$ cat src/rtl/data_mem_arbiter.sv
// -----------------------------------------------------------------------------
// data_mem_arbiter
//
// Two-master arbiter in front of a single-port data memory with a registered
// read port (read data appears one cycle after the access).
//   port 0 (m0_*) : core data port. core_stall flags a request that was not
//                   granted this cycle.
//   port 1 (m1_*) : debug/loader port. m1_lock can claim the memory for up to
//                   LOCK_MAX consecutive grants.
//
// Ports
//   clk, reset                 clock, synchronous active-high reset
//   m0_req/we/addr/wdata       core request
//   m0_gnt/rvalid/rdata        core grant and read return
//   m1_req/we/lock/addr/wdata  debug/loader request
//   m1_gnt/rvalid/rdata        debug/loader grant and read return
//   mem_en/we/addr/wdata       memory access, issued in the grant cycle
//   mem_rdata                  memory read data, valid the cycle after a read
//   core_stall                 m0_req high while m0_gnt is low
//
// Arbitration is round-robin through a one-bit priority register: after any
// granted cycle priority passes to the other port; idle cycles leave it alone.
// A lone requester is always granted at once. A locked m1 grant moves the FSM
// to LOCKED, where m1 is served exclusively until it drops lock/req or the
// lock counter would pass LOCK_MAX. In that release cycle normal arbitration
// runs with m0 given first pick, which bounds the core's wait to LOCK_MAX.
// -----------------------------------------------------------------------------
module data_mem_arbiter #(
    parameter int DATA_WIDTH = 32,
    parameter int ADDR_WIDTH = 32,
    parameter int LOCK_MAX   = 8
) (
    input  logic                  clk,
    input  logic                  reset,

    input  logic                  m0_req,
    input  logic                  m0_we,
    input  logic [ADDR_WIDTH-1:0] m0_addr,
    input  logic [DATA_WIDTH-1:0] m0_wdata,
    output logic                  m0_gnt,
    output logic                  m0_rvalid,
    output logic [DATA_WIDTH-1:0] m0_rdata,

    input  logic                  m1_req,
    input  logic                  m1_we,
    input  logic                  m1_lock,
    input  logic [ADDR_WIDTH-1:0] m1_addr,
    input  logic [DATA_WIDTH-1:0] m1_wdata,
    output logic                  m1_gnt,
    output logic                  m1_rvalid,
    output logic [DATA_WIDTH-1:0] m1_rdata,

    output logic                  mem_en,
    output logic                  mem_we,
    output logic [ADDR_WIDTH-1:0] mem_addr,
    output logic [DATA_WIDTH-1:0] mem_wdata,
    input  logic [DATA_WIDTH-1:0] mem_rdata,

    output logic                  core_stall
);

    localparam int CNT_WIDTH = $clog2(LOCK_MAX + 1);
    localparam logic [CNT_WIDTH-1:0] LOCK_LIMIT = CNT_WIDTH'(LOCK_MAX);
    localparam logic [CNT_WIDTH-1:0] CNT_ONE    = CNT_WIDTH'(1);

    typedef enum logic {
        OPEN   = 1'b0,
        LOCKED = 1'b1
    } arbState_t;

    arbState_t             stateReg, stateNext;
    logic                  prioReg, prioNext;
    logic [CNT_WIDTH-1:0]  lockCntReg, lockCntNext;
    logic                  gnt0, gnt1;
    logic                  m1First;

    // -------------------------------------------------------------------------
    // State register
    // -------------------------------------------------------------------------
    always_ff @(posedge clk) begin
        if (reset) begin
            stateReg   <= OPEN;
            prioReg    <= 1'b0;
            lockCntReg <= '0;
        end else begin
            stateReg   <= stateNext;
            prioReg    <= prioNext;
            lockCntReg <= lockCntNext;
        end
    end

    // -------------------------------------------------------------------------
    // Grant decision and next state
    // -------------------------------------------------------------------------
    always_comb begin
        stateNext   = stateReg;
        prioNext    = prioReg;
        lockCntNext = lockCntReg;
        gnt0        = 1'b0;
        gnt1        = 1'b0;
        m1First     = prioReg;

        if (reset) begin
            // No grants while in reset; the state register reloads itself.
            gnt0 = 1'b0;
            gnt1 = 1'b0;
        end else if (stateReg == LOCKED && m1_req && m1_lock &&
                     lockCntReg < LOCK_LIMIT) begin
            // Exclusive locked access with budget remaining.
            gnt1        = 1'b1;
            lockCntNext = lockCntReg + CNT_ONE;
        end else begin
            // Open arbitration. Coming out of a lock m0 gets the tie so the
            // core cannot be starved by back-to-back locks.
            m1First = (stateReg == LOCKED) ? 1'b0 : prioReg;
            if (m0_req && m1_req) begin
                gnt0 = ~m1First;
                gnt1 = m1First;
            end else begin
                gnt0 = m0_req;
                gnt1 = m1_req;
            end

            if (gnt1 && m1_lock) begin
                stateNext   = LOCKED;
                lockCntNext = CNT_ONE;
            end else begin
                stateNext   = OPEN;
                lockCntNext = '0;
            end
        end

        // Priority goes to the port that did not win (gnt0 -> m1 next).
        if (gnt0 || gnt1) begin
            prioNext = gnt0;
        end
    end

    // -------------------------------------------------------------------------
    // Memory side: issued in the grant cycle, zeros when idle
    // -------------------------------------------------------------------------
    always_comb begin
        mem_en    = gnt0 | gnt1;
        mem_we    = 1'b0;
        mem_addr  = '0;
        mem_wdata = '0;
        if (gnt0) begin
            mem_we    = m0_we;
            mem_addr  = m0_addr;
            mem_wdata = m0_wdata;
        end else if (gnt1) begin
            mem_we    = m1_we;
            mem_addr  = m1_addr;
            mem_wdata = m1_wdata;
        end
    end

    assign m0_gnt     = gnt0;
    assign m1_gnt     = gnt1;
    assign core_stall = m0_req & ~gnt0 & ~reset;

    // -------------------------------------------------------------------------
    // Read return, one copy per port. The pending flag marks a read issued
    // last cycle; rdata follows mem_rdata in the return cycle and otherwise
    // shows the last value returned to that port.
    // -------------------------------------------------------------------------
    logic [1:0]            gntVec;
    logic [1:0]            weVec;
    logic [1:0]            rvalidVec;
    logic [DATA_WIDTH-1:0] rdataVec [2];

    assign gntVec = {gnt1, gnt0};
    assign weVec  = {m1_we, m0_we};

    genvar gi;
    generate
        for (gi = 0; gi < 2; gi++) begin : g_readReturn
            logic                  rdPendReg;
            logic [DATA_WIDTH-1:0] rdataHoldReg;

            always_ff @(posedge clk) begin
                if (reset) begin
                    rdPendReg    <= 1'b0;
                    rdataHoldReg <= '0;
                end else begin
                    rdPendReg <= gntVec[gi] & ~weVec[gi];
                    if (rdPendReg) begin
                        rdataHoldReg <= mem_rdata;
                    end
                end
            end

            // A read in flight when reset arrives is dropped, not delivered.
            assign rvalidVec[gi] = rdPendReg & ~reset;
            assign rdataVec[gi]  = rvalidVec[gi] ? mem_rdata : rdataHoldReg;
        end
    endgenerate

    assign m0_rvalid = rvalidVec[0];
    assign m1_rvalid = rvalidVec[1];
    assign m0_rdata  = rdataVec[0];
    assign m1_rdata  = rdataVec[1];

endmodule

$ cat config.mk
export PLATFORM = sky130hd
export DESIGN_NAME = data_mem_arbiter
export DESIGN_NICKNAME = d
export VERILOG_FILES = /design/src/rtl/data_mem_arbiter.sv
export SDC_FILE = /design/constraint.sdc
export NUM_CORES = 1
export LEC_CHECK = 0
export BUFFER_PORTS_ARGS = -buffer_cell sky130_fd_sc_hd__buf_2
export CAP_MARGIN = 20
export CORE_MARGIN = 4
export CORE_UTILIZATION = 30
export DETAILED_ROUTE_END_ITERATION = 10
export PLACE_DENSITY = 0.61
export SLEW_MARGIN = 10
export SYNTH_ARGS = -nofsm -noshare
export SYNTH_HDL_FRONTEND = slang
export SYNTH_SLANG_ARGS = --single-unit
export TNS_END_PERCENT = 20
$ cat constraint.sdc
create_clock -name clk -period 4.3 [get_ports clk]
set_input_delay 0.645 -clock clk [delete_from_list [all_inputs] [get_ports clk]]
set_output_delay 0.645 -clock clk [all_outputs]
set_load 0.02 [all_outputs]
**After elaboration in Yosys (flattened, before gate mapping)**

Index checks and enable logic that the tools add are counted.

- Output and inout port bits: 135
- Register bits after elaboration: 72

- Reductions and logical operators: 6
- $lt $le $gt $ge: 1
- Add/sub/neg operators: 1
- Bitwise logic cells: 12
- Multiplexer cells: 20

Operator list:

| operator | number |
|---|---|
| $mux 32 | 6 |
| $mux 1 | 13 |
| $and 1x1->1 | 6 |
| $logic_and 1x1->1 | 5 |
| $not 1->1 | 5 |
| $add 4x1->4 const B | 1 |
| $lt 4x4->1 const B | 1 |
| $mux 4 | 1 |
| $logic_or 1x1->1 | 1 |
| $or 1x1->1 | 1 |

**Longest topological paths before layout**

Gate-level depths: netlist (run 1).

- Word-level depth: 9
- Mapped depth: 7
- Depth with buffers taken out: 5

**Worst setup path after synthesis (run 1)**

No wires, ideal clock.

- Path kind: input -> output
- Start point: input port m1_lock
- End point: output port mem_addr[16]
- Path slack: 1.973 ns
- Path buffers: 2
- Required time: 3.655 ns
- Cell stages on the path: 6
- Data arrival time: 1.682 ns
- Cells stage by stage: and3b_1 o21ai_1 nor2b_4 buf_6 buf_2 a22o_1

- Elaborated cells between the ends (all ways): 8
- Those cells by class: mux: 6; reduce/logical: 2

RTL lines:

| element | RTL line | source |
|---|---|---|
| start: declaration | 46 | `input logic m1_lock,` |
| $logic_and 1x1->1 (2 in a row) | 107 | `end else if (stateReg == LOCKED && m1_req && m1_lock &&` |
| $mux 1 | 107 |  |
| $mux 1 | 103 | `if (reset) begin` |
| via m0_gnt | 40 | `output logic m0_gnt,` |
| $mux 32 | 147 | `if (gnt0) begin` |
| end: declaration | 55 | `output logic [ADDR_WIDTH-1:0] mem_addr,` |

The timed path passes the listed nets, and every way through them passes these cells.

**Final worst setup path (run 1)**

- Start point: input port reset
- End point: output port mem_wdata[28]

- Word-level cells in the longest chain between the ends: 3
- Elaborated cells between the ends (all ways): 4
- Those cells by class: mux: 4

Ends and longest elaborated chain:

| element | RTL line | source |
|---|---|---|
| start: declaration | 34 | `input logic reset,` |
| $mux 1 | 103 |  |
| $mux 32 | 151 | `end else if (gnt1) begin` |
| $mux 32 * | 147 |  |
| end: declaration | 56 | `output logic [DATA_WIDTH-1:0] mem_wdata,` |

Mark *: on every way between the ends. The rest lies on a longest branch, timed or not.

==> results of run 1 <==
tightest hold or removal path: stages (launching register included):
cell                      delay [ps]
sky130_fd_sc_hd__dfxtp_1         320
sky130_fd_sc_hd__mux2i_1          60
sky130_fd_sc_hd__nor2_1           70
per-layer routing:
layer	wire length (um)	share of wire, %
met2	7570	46
met3	1610	9.8
met4	273	1.7
met5	7	0.042
met1	7040	43
kinds of logic after synthesis:
group | after synthesis | share of synthesized area [%]
and+or+nand+nor | 83 | 8.84
adders and majority gates | 1 | 0.310
xor gates and xnor gates | 1 | 0.217
DFF | 72 | 35.7
AOI/OAI and AO/OA | 70 | 15.1
muxes | 129 | 34.0
buffers and inverters | 41 | 5.74
cell usage after synthesis:
cell | count | share of area, %
sky130_fd_sc_hd__dfxtp_1 | 72 | 36
sky130_fd_sc_hd__nor2_1 | 68 | 6.3
sky130_fd_sc_hd__a22o_1 | 65 | 14
sky130_fd_sc_hd__mux2_2 | 65 | 18
sky130_fd_sc_hd__mux2i_1 | 64 | 16
sky130_fd_sc_hd__buf_2 | 20 | 2.5
sky130_fd_sc_hd__clkbuf_1 | 9 | 0.84
sky130_fd_sc_hd__buf_6 | 6 | 1.7
sky130_fd_sc_hd__nor2b_1 | 4 | 0.62
sky130_fd_sc_hd__inv_1 | 3 | 0.28
sky130_fd_sc_hd__buf_4 | 2 | 0.37
sky130_fd_sc_hd__nand2_1 | 2 | 0.19
sky130_fd_sc_hd__nor2_2 | 2 | 0.31
sky130_fd_sc_hd__a21o_1 | 1 | 0.19
sky130_fd_sc_hd__a221oi_1 | 1 | 0.22
sky130_fd_sc_hd__a31o_2 | 1 | 0.22
sky130_fd_sc_hd__and2_1 | 1 | 0.16
sky130_fd_sc_hd__and3b_1 | 1 | 0.22
sky130_fd_sc_hd__and4_1 | 1 | 0.22
sky130_fd_sc_hd__ha_1 | 1 | 0.31
sky130_fd_sc_hd__inv_2 | 1 | 0.093
sky130_fd_sc_hd__nand2b_1 | 1 | 0.16
sky130_fd_sc_hd__nand3b_1 | 1 | 0.19
sky130_fd_sc_hd__nor2b_4 | 1 | 0.34
sky130_fd_sc_hd__nor3_1 | 1 | 0.12
sky130_fd_sc_hd__o211a_1 | 1 | 0.25
sky130_fd_sc_hd__o21ai_1 | 1 | 0.12
sky130_fd_sc_hd__xnor2_1 | 1 | 0.22
per-stage QoR:
step                      area (sq um)  cells
after floorplan                   4030    397
after global placement            5610    845
after detailed placement          5610    845
after CTS                         5910    860
after global routing              5910    860
final                             5910    860
final cells by class:
class,instances,area share (%)
Sequential cell,72,24.4
Clock buffer,10,4.04
Inverter,4,0.254
Multi-Input combinational cell,284,40.1
Timing Repair Buffer,309,26.5
Clock inverter,5,0.974
Tap cell,176,3.73
power by group:
part,internal (mW),switching [mW]
Clock,0.460,0.279
Combinational,0.195,0.270
Sequential,0.690,0.0110
Total,1.34,0.560
state kept, by name, summed over array words and instances, names as in the netlist:
name and cells:
g_readReturn.rdataHoldReg 64, stateReg 1, prioReg 1, lockCntReg 4, g_readReturn.rdPendReg 2
final timing paths:
check,startpoint,endpoint,cells past startpoint
max,reset,mem_wdata[28],8
min reg2reg,g_readReturn[1].rdataHoldReg[14],g_readReturn[1].rdataHoldReg[14],2
max reg2reg,prioReg,g_readReturn[1].rdPendReg,5
min,g_readReturn[1].rdataHoldReg[14],g_readReturn[1].rdataHoldReg[14],2
==> results.sh, run 1 <==
export IMPL_antenna_cells=0
export IMPL_cts_resized=0
export IMPL_design_final_nets=848
export IMPL_timing_reg2reg_setup_slack_ps=2690
export IMPL_globalRouteTotalUtil_pct=20.8
export IMPL_setup_slack_ps=1000
export IMPL_finalMaxSlewViolations=0
export IMPL_power_density_over_cell_area_mw_per_mm2=322
export IMPL_synthesis_instances=397
export IMPL_layout_commonest_cell="sky130_fd_sc_hd__buf_2"
export IMPL_ctsLongestPathBuffers=2
export IMPL_first_global_vias=4258
export IMPL_final_cell_mix="301 x sky130_fd_sc_hd__buf_2, 70 x sky130_fd_sc_hd__dfxtp_1, 68 x sky130_fd_sc_hd__nor2_1"
export IMPL_initial_core_util_pct=30.6
export IMPL_gp_congestion=1.01
export IMPL_cp_buffers_inverters=4
export IMPL_final_hold_viol_count=0
export IMPL_fmax_ghz=0.303
export IMPL_placement_rows=42
export IMPL_clock_insertion_delay_worst_skew_ps=330
export IMPL_finalWirelength_um=16500
export IMPL_worstSetupStartpointType="input pin"
export IMPL_post_route_setup_tns_ps=0
export IMPL_tritoncts="yes"
export IMPL_synthDistinctLibCells=28
export IMPL_post_route_cells_drive_above_1_share_pct=58.0
export IMPL_shortest_clock_period_the_worst_path_allows_after_layout_ps=3300
export IMPL_dr_total_vias=4212
export IMPL_port_buffer_count=301
export IMPL_multi_input_comb_area_sq_mm=0.00237
export IMPL_met1_demand_to_capacity_share_in_global_routing_pct=26.6
export IMPL_gr_total_overflow=0
export IMPL_crit_path_max_fanout=46
export IMPL_syn_area_sq_mm=0.00403
export IMPL_area_sequential_sq_mm=0.00144
export IMPL_register_area_share_after_synthesis_pct=35.7
export IMPL_dp_worst_setup_slack_ps=1000
export IMPL_grt_setup_unrepaired="false"
export IMPL_flow_area_growth_from_synthesis_pct=46.5
export IMPL_grt_start_max_net_pins=67
export IMPL_clock_sinks=72
export IMPL_groute_layer_met2_usage_pct=32.9
export IMPL_crit_chain="buf_2, nand3b_1, nor2_2, nor2_2, inv_2, buf_4, a22o_1, buf_2"
export IMPL_cp_slowest_cell="sky130_fd_sc_hd__inv_2"
export IMPL_critical_path_required_ps=3650
export IMPL_fin_total_pwr_mw=1.90
export IMPL_top_usage_layer="met2"
export IMPL_hold_worst_slack_ps=489
export IMPL_route_detailed_wl_per_inst_um=19.2
export IMPL_max_slew_margin_rel_pct=49.8
export IMPL_post_route_drc_count=0
export IMPL_critical_path_top_delay_family="buffers and inverters"
export IMPL_drtIter0Drc=219
export IMPL_critical_path_endpoint_type="output pin"
export IMPL_placeableCoreArea_sq_mm=0.0132
export IMPL_fp_dieArea_sq_mm=0.0154
export IMPL_number_of_buffers_inserted_by_post_cts_setup_repair=0
export IMPL_hpwlAfterDp_um=13200
export IMPL_die_height_um=124
export IMPL_final_antenna_net_count=0
export IMPL_antenna_found_initial=2
export IMPL_ir_worst_vdd_uv=167
export IMPL_core_occupancy_in_the_finished_layout_pct=44.8
export IMPL_clk_root_buffer_cell="sky130_fd_sc_hd__clkbuf_16"
export IMPL_cts_htree_levels=3
export IMPL_max_cap_violations=0
export IMPL_crit_path_max_incr_delay_ps=550
export IMPL_timing_critical_path_arrival_ps=2650
export IMPL_critical_path_class="in -> out"
export IMPL_post_route_period_util_pct=76.7
export IMPL_hold_buffers=0
export IMPL_synth_seq_cells=72
export IMPL_synthesis_yosys_warnings=0
export IMPL_average_footprint_of_a_synthesized_cell_sq_um=10.2
export IMPL_num_io_pins=302
export IMPL_grt_met3_usage_pct=7.95
export IMPL_outcome="completed"
export IMPL_finalSetupViolations=0
export IMPL_detail_route_first_pass_iterations=4
export IMPL_fin_worst_skew_ps=2.85
export IMPL_die_w_um=124
export IMPL_wire_length_of_the_first_global_routing_pass_um=23800
export IMPL_syn_num_nets=565
export IMPL_number_of_buffers_added_by_the_clock_tree_synthesis_step=9
export IMPL_nFillCells=1313
export IMPL_via_per_inst=4.90
export IMPL_cellLeakagePower_nw=3.07
export IMPL_hold_path_class="reg -> reg"
export IMPL_clk_pin_slew_ps=60
export IMPL_worst_pin_slew_ps=752
(Power assumes the default switching activity.)
==> inputs of run 2 (changes only) <==
--- a/config.mk
+++ b/config.mk
@@ -5,12 +5,13 @@
 export SDC_FILE = /design/constraint.sdc
 export NUM_CORES = 1
 export LEC_CHECK = 0
+export ABC_AREA = 1
 export BUFFER_PORTS_ARGS = -buffer_cell sky130_fd_sc_hd__buf_2
 export CAP_MARGIN = 20
 export CORE_MARGIN = 4
 export CORE_UTILIZATION = 30
 export DETAILED_ROUTE_END_ITERATION = 10
-export PLACE_DENSITY = 0.61
+export PLACE_DENSITY = 0.63
 export SLEW_MARGIN = 10
 export SYNTH_ARGS = -nofsm -noshare
 export SYNTH_HDL_FRONTEND = slang
==> constraint.sdc (replaced) <==
create_clock -name clk -period 2.9 [get_ports clk]
set_input_delay 0.435 -clock clk [delete_from_list [all_inputs] [get_ports clk]]
set_output_delay 0.435 -clock clk [all_outputs]
set_load 0.02 [all_outputs]
==> run 2 against run 1 <==
Register-to-register slack worse by 1300 ps. Flip-flop and latch count stayed put. Core utilization is 0.59 points higher. Area after synthesis is 2.9% higher. Worst hold slack worse by 220 ps. Clock power is 50% higher. Total power is 49% higher. Sequential share of layout area is 0.73 points lower. Critical path depth is 2 lower. Global-route usage is 1.9 points lower. Sequential power is 48% higher. Non-clock buffer count is 4 higher. Highest routed layer unchanged.
==> results.sh, run 2 <==
export IMPL_max_slew_margin_rel_pct=52.6
export IMPL_final_design_area_no_fill_sq_mm=0.00608
export IMPL_finalSetupViolations=0
export IMPL_synthesis_instances=655
export IMPL_layout_commonest_cell="sky130_fd_sc_hd__buf_2"
export IMPL_wire_length_of_the_first_global_routing_pass_um=24600
export IMPL_core_occupancy_in_the_finished_layout_pct=45.4
export IMPL_hold_path_class="in -> reg"
export IMPL_placeableCoreArea_sq_mm=0.0134
export IMPL_fin_total_pwr_mw=2.83
export IMPL_synthDistinctLibCells=21
export IMPL_timing_critical_path_arrival_ps=2060
export IMPL_initial_core_util_pct=31.0
export IMPL_outcome="completed"
export IMPL_antenna_cells=0
export IMPL_dr_total_vias=5098
export IMPL_via_per_inst=4.62
export IMPL_gr_total_overflow=0
export IMPL_number_of_buffers_inserted_by_post_cts_setup_repair=0
export IMPL_worst_pin_slew_ps=711
export IMPL_die_height_um=126
export IMPL_clock_sinks=72
export IMPL_power_density_over_cell_area_mw_per_mm2=466
export IMPL_critical_path_class="reg -> out"
export IMPL_cp_slowest_cell="sky130_fd_sc_hd__nand3_2"
export IMPL_ir_worst_vdd_uv=218
export IMPL_critical_path_required_ps=2470
export IMPL_detail_route_first_pass_iterations=4
export IMPL_globalRouteTotalUtil_pct=18.9
export IMPL_crit_path_max_incr_delay_ps=460
export IMPL_cellLeakagePower_nw=3.30
export IMPL_fmax_ghz=0.402
export IMPL_drtIter0Drc=255
export IMPL_timing_reg2reg_setup_slack_ps=1370
export IMPL_nFillCells=1465
export IMPL_cp_buffers_inverters=3
export IMPL_detailed_place_area_sq_mm=0.00577
export IMPL_synth_top_cell_by_area="sky130_fd_sc_hd__dfxtp_1"
export IMPL_most_numerous_cell_in_the_yosys_netlist="sky130_fd_sc_hd__nand2_1"
export IMPL_post_route_drc_count=0
export IMPL_finalMaxSlewViolations=0
export IMPL_worstSetupStartpointType="flip-flop"
export IMPL_synth_area_top_cells="sky130_fd_sc_hd__dfxtp_1 35%, sky130_fd_sc_hd__nand2_1 18%, sky130_fd_sc_hd__nand4_1 9.8%"
export IMPL_max_cap_violations=0
export IMPL_largest_register="g_readReturn.rdataHoldReg"
export IMPL_critical_path_endpoint_type="output pin"
export IMPL_cts_htree_levels=3
export IMPL_final_cell_mix="301 x sky130_fd_sc_hd__buf_2, 202 x sky130_fd_sc_hd__nand2_1, 106 x sky130_fd_sc_hd__inv_1"
export IMPL_hold_worst_slack_ps=274
export IMPL_crit_chain="inv_1, nand3_2, buf_12, nand4_1, nand2_1, buf_2"
export IMPL_final_cells=1103
export IMPL_register_area_share_after_synthesis_pct=34.7
export IMPL_final_antenna_net_count=0
export IMPL_syn_area_sq_mm=0.00415
export IMPL_placement_rows=42
export IMPL_critical_path_top_delay_family="simple AND/OR/NAND/NOR gates"
export IMPL_max_reg_flops=64
export IMPL_dp_worst_setup_slack_ps=599
export IMPL_die_w_um=126
export IMPL_design_final_nets=1091
export IMPL_synth_edf_count=0
export IMPL_route_detailed_wl_per_inst_um=14.2
export IMPL_flow_area_growth_from_synthesis_pct=46.5
export IMPL_final_hold_viol_count=0
export IMPL_synthesis_yosys_warnings=0
export IMPL_placed_cells=1088
export IMPL_cts_resized=0
export IMPL_synth_seq_cells=72
export IMPL_antenna_found_initial=2
export IMPL_post_route_cells_drive_above_1_share_pct=36.5
export IMPL_fp_dieArea_sq_mm=0.0158
export IMPL_fin_worst_skew_ps=2.77
export IMPL_shortest_clock_period_the_worst_path_allows_after_layout_ps=2490
export IMPL_setup_slack_ps=410
export IMPL_clk_pin_slew_ps=50
export IMPL_tritoncts="yes"
export IMPL_synth_async_sr_flop_share_pct=0
export IMPL_grt_setup_unrepaired="false"
export IMPL_average_footprint_of_a_synthesized_cell_sq_um=6.34
export IMPL_grt_start_max_net_pins=71
export IMPL_hpwlAfterDp_um=12200
export IMPL_num_io_pins=302
export IMPL_hold_buffers=0
export IMPL_synth_top_area_share_pct=34.7
export IMPL_crit_path_max_fanout=30
export IMPL_post_route_period_util_pct=85.9
export IMPL_number_of_buffers_added_by_the_clock_tree_synthesis_step=9
export IMPL_clock_insertion_delay_worst_skew_ps=330
export IMPL_post_route_setup_tns_ps=0
export IMPL_port_buffer_count=301
export IMPL_synth_common_cells="203 x sky130_fd_sc_hd__nand2_1, 106 x sky130_fd_sc_hd__inv_1, 72 x sky130_fd_sc_hd__dfxtp_1"
export IMPL_clk_root_buffer_cell="sky130_fd_sc_hd__clkbuf_16"
export IMPL_syn_num_nets=823
export IMPL_ctsLongestPathBuffers=2
export IMPL_synth_ff_type="sky130_fd_sc_hd__dfxtp_1"
export IMPL_finalWirelength_um=15600
export IMPL_largestRegisters="g_readReturn.rdataHoldReg: 64 flops, lockCntReg: 4 flops, g_readReturn.rdPendReg: 2 flops"
export IMPL_gp_congestion=0.869
export IMPL_first_global_vias=4868
==> run 2: cell types whose count changed after synthesis, moves of 10 or more <==
cell                       delta
sky130_fd_sc_hd__nand2_1    +201
sky130_fd_sc_hd__inv_1      +103
sky130_fd_sc_hd__a22o_1      -65
sky130_fd_sc_hd__mux2_2      -65
sky130_fd_sc_hd__nand4_1     +65
sky130_fd_sc_hd__o21ai_0     +65
sky130_fd_sc_hd__mux2i_1     -64
sky130_fd_sc_hd__o22ai_1     +64
sky130_fd_sc_hd__nor2_1      -59
sky130_fd_sc_hd__buf_2       +11
sky130_fd_sc_hd__clkbuf_1    +10
==> run 2: where the power goes <==
part | internal [mW] | switching, mW
Clock | 0.731 | 0.377
Sequential | 1.02 | 0.0167
Combinational | 0.251 | 0.432
==> run 2: cell families (layout without fill, tap and decap cells) <==
family | after synthesis | in the layout | share of synthesized area [%]
buf+inv | 163 | 435 | 16.5
flops | 72 | 72 | 34.7
fa+ha+maj | 1 | 1 | 0.301
compound gates | 129 | 129 | 17.5
xor+xnor | 1 | 1 | 0.211
simple gates | 289 | 289 | 30.8
==> run 2: area by class of cell <==
class	instances	area [sq um]	area share (%)
clock buffers	13	270	4.44
flip-flops and latches	72	1440	23.7
clock inverters	2	37.5	0.617
inverters	107	402	6.60
repair buffers	313	1670	27.5
multi-input cells	420	2040	33.5
well taps	176	220	3.62
==> run 2: final timing paths <==
| check | from | end | cells past startpoint |
|---|---|---|---|
| max | stateReg | mem_addr[11] | 6 |
| min | m1_we | g_readReturn[1].rdPendReg | 2 |
| max reg2reg | stateReg | g_readReturn[1].rdPendReg | 7 |
| min reg2reg | g_readReturn[0].rdataHoldReg[22] | g_readReturn[0].rdataHoldReg[22] | 2 |
==> run 2: routing by layer <==
| metal | global-route usage [%] | part of all wire (%) | vias up |
|---|---|---|---|
| met4 | 5.36 | 1.6 | 4 |
| met1 | 24.2 | 43 | 2188 |
| met3 | 6.18 | 8.8 | 24 |
| met5 | 0 | 0.21 | - |
| li1 | - | - | 2681 |
| met2 | 30.4 | 46 | 201 |
==> inputs of run 3 (changes only) <==
--- a/config.mk
+++ b/config.mk
@@ -5,7 +5,6 @@
 export SDC_FILE = /design/constraint.sdc
 export NUM_CORES = 1
 export LEC_CHECK = 0
-export ABC_AREA = 1
 export BUFFER_PORTS_ARGS = -buffer_cell sky130_fd_sc_hd__buf_2
 export CAP_MARGIN = 20
 export CORE_MARGIN = 4
==> run 3 against run 2 <==
Critical path depth unchanged. Maximum frequency up 3.9%. Sequential power about the same. Worst setup slack better by 94 ps. Flip-flop and latch count unchanged. Die area down 2.7%. Register-to-register slack better by 140 ps. Routed wire length up 2.6%. Sequential share of layout area up 0.48 points. Count of clock-buffer cells in the layout down 1. Largest cell class unchanged. Largest power group unchanged. Highest routed layer unchanged.
==> results.sh, run 3 (synthesized netlist as in run 1, its figures left out) <==
export IMPL_shortest_clock_period_the_worst_path_allows_after_layout_ps=2400
export IMPL_final_antenna_net_count=0
export IMPL_final_cell_mix="301 x sky130_fd_sc_hd__buf_2, 70 x sky130_fd_sc_hd__dfxtp_1, 68 x sky130_fd_sc_hd__nor2_1"
export IMPL_globalRouteTotalUtil_pct=19.7
export IMPL_ctsLongestPathBuffers=2
export IMPL_largestRegisters="g_readReturn.rdataHoldReg: 64 flops, lockCntReg: 4 flops, g_readReturn.rdPendReg: 2 flops"
export IMPL_power_density_over_cell_area_mw_per_mm2=469
export IMPL_finalWirelength_um=16000
export IMPL_worst_pin_slew_ps=615
export IMPL_cp_depth=6
export IMPL_grt_setup_unrepaired="false"
export IMPL_crit_path_max_incr_delay_ps=360
export IMPL_hold_buffers=0
export IMPL_tritoncts="yes"
export IMPL_antenna_found_initial=4
export IMPL_post_route_setup_tns_ps=0
export IMPL_number_of_buffers_inserted_by_post_cts_setup_repair=0
export IMPL_placeableCoreArea_sq_mm=0.0132
export IMPL_critical_path_top_delay_family="buffers and inverters"
export IMPL_critical_path_endpoint_type="output pin"
export IMPL_initial_core_util_pct=30.6
export IMPL_cellLeakagePower_nw=3.10
export IMPL_num_io_pins=302
export IMPL_post_route_cells_drive_above_1_share_pct=58.0
export IMPL_clock_insertion_delay_worst_skew_ps=320
export IMPL_multi_input_comb_area_sq_mm=0.00237
export IMPL_clock_sinks=72
export IMPL_largest_register="g_readReturn.rdataHoldReg"
export IMPL_post_route_period_util_pct=82.6
export IMPL_detail_route_first_pass_iterations=4
export IMPL_area_sequential_sq_mm=0.00144
export IMPL_fmax_ghz=0.417
export IMPL_worstSetupStartpointType="flip-flop"
export IMPL_nFillCells=1301
export IMPL_final_hold_viol_count=0
export IMPL_critical_path_required_ps=2470
export IMPL_critical_path_class="reg -> out"
export IMPL_worst_r2r_cell_count=6
export IMPL_drtIter0Drc=295
export IMPL_placement_rows=42
export IMPL_design_final_nets=850
export IMPL_first_global_vias=4085
export IMPL_die_height_um=124
export IMPL_fp_dieArea_sq_mm=0.0154
export IMPL_crit_chain="and3b_1, o21ai_1, nor2b_4, buf_12, a22o_1, buf_2"
export IMPL_cp_buffers_inverters=2
export IMPL_route_detailed_wl_per_inst_um=18.6
export IMPL_fin_worst_skew_ps=5.55
export IMPL_finalSetupViolations=0
export IMPL_max_cap_violations=0
export IMPL_max_slew_margin_rel_pct=59.0
export IMPL_outcome="completed"
export IMPL_cp_slowest_cell="sky130_fd_sc_hd__dfxtp_1"
export IMPL_clk_pin_slew_ps=60
export IMPL_crit_path_max_fanout=64
export IMPL_grt_start_max_net_pins=65
export IMPL_via_per_inst=4.87
export IMPL_placed_cells=847
export IMPL_layout_commonest_cell="sky130_fd_sc_hd__buf_2"
export IMPL_gp_congestion=1.09
export IMPL_port_buffer_count=301
export IMPL_clk_root_buffer_cell="sky130_fd_sc_hd__clkbuf_16"
export IMPL_dr_total_vias=4203
export IMPL_die_w_um=124
export IMPL_post_route_drc_count=0
export IMPL_hold_path_class="in -> reg"
export IMPL_final_cells=863
export IMPL_ir_worst_vdd_uv=286
export IMPL_cts_htree_levels=3
export IMPL_flow_area_growth_from_synthesis_pct=48.1
export IMPL_hpwlAfterDp_um=12900
export IMPL_wire_length_of_the_first_global_routing_pass_um=22900
export IMPL_finalMaxSlewViolations=0
export IMPL_hold_path_depth=2
export IMPL_cts_resized=0
export IMPL_number_of_buffers_added_by_the_clock_tree_synthesis_step=9
export IMPL_max_reg_flops=64
export IMPL_gr_total_overflow=0
export IMPL_timing_critical_path_arrival_ps=1960
==> run 3: worst paths after layout <==
kind / startpoint / end / slack [ps]
worst min-delay path: m0_we / g_readReturn[0].rdPendReg / 280
worst max-delay path: lockCntReg[3] / mem_wdata[11] / 500
worst max register to register: stateReg / g_readReturn[1].rdPendReg / 1510
worst min register to register: g_readReturn[0].rdataHoldReg[6] / g_readReturn[0].rdataHoldReg[6] / 490
==> run 3: report_power, final <==
| group | internal (mW) | total, mW | switching (mW) |
|---|---|---|---|
| registers | 1.02 | 1.04 | 0.0158 |
| clock network | 0.683 | 1.07 | 0.385 |
| logic | 0.297 | 0.695 | 0.397 |
==> run 3: area by class of cell <==
type | count | share of cell area, %
Antenna cell | 1 | 0.0419
Clock buffer | 12 | 4.13
Clock inverter | 3 | 0.712
Inverter | 4 | 0.251
Multi-Input combinational cell | 284 | 39.7
Sequential cell | 72 | 24.2
Tap cell | 176 | 3.69
Timing Repair Buffer | 311 | 27.3
==> run 3: metal layers <==
layer  global-route usage, %  share of wire [%]
met3                    6.90                9.1
met4                    3.15               0.65
met1                    25.6                 43
met2                    32.3                 47
met5                       0               0.26
==> run 3: through the flow <==
stage / power, mW / utilization [%] / cell area [sq um] / hold WS, ps / worst slack, ps
finish: 2.80 / 45.3 / 5970 / 283 / 504
global route: 2.93 / 45.3 / 5970 / 288 / 373
CTS: 2.84 / 45.3 / 5970 / 275 / 477
detailed placement: 1.75 / 43.1 / 5680 / 479 / 529
global placement: 1.75 / 43.1 / 5680 / 468 / 580
floorplan: 1.46 / - / 4030 / 454 / 993
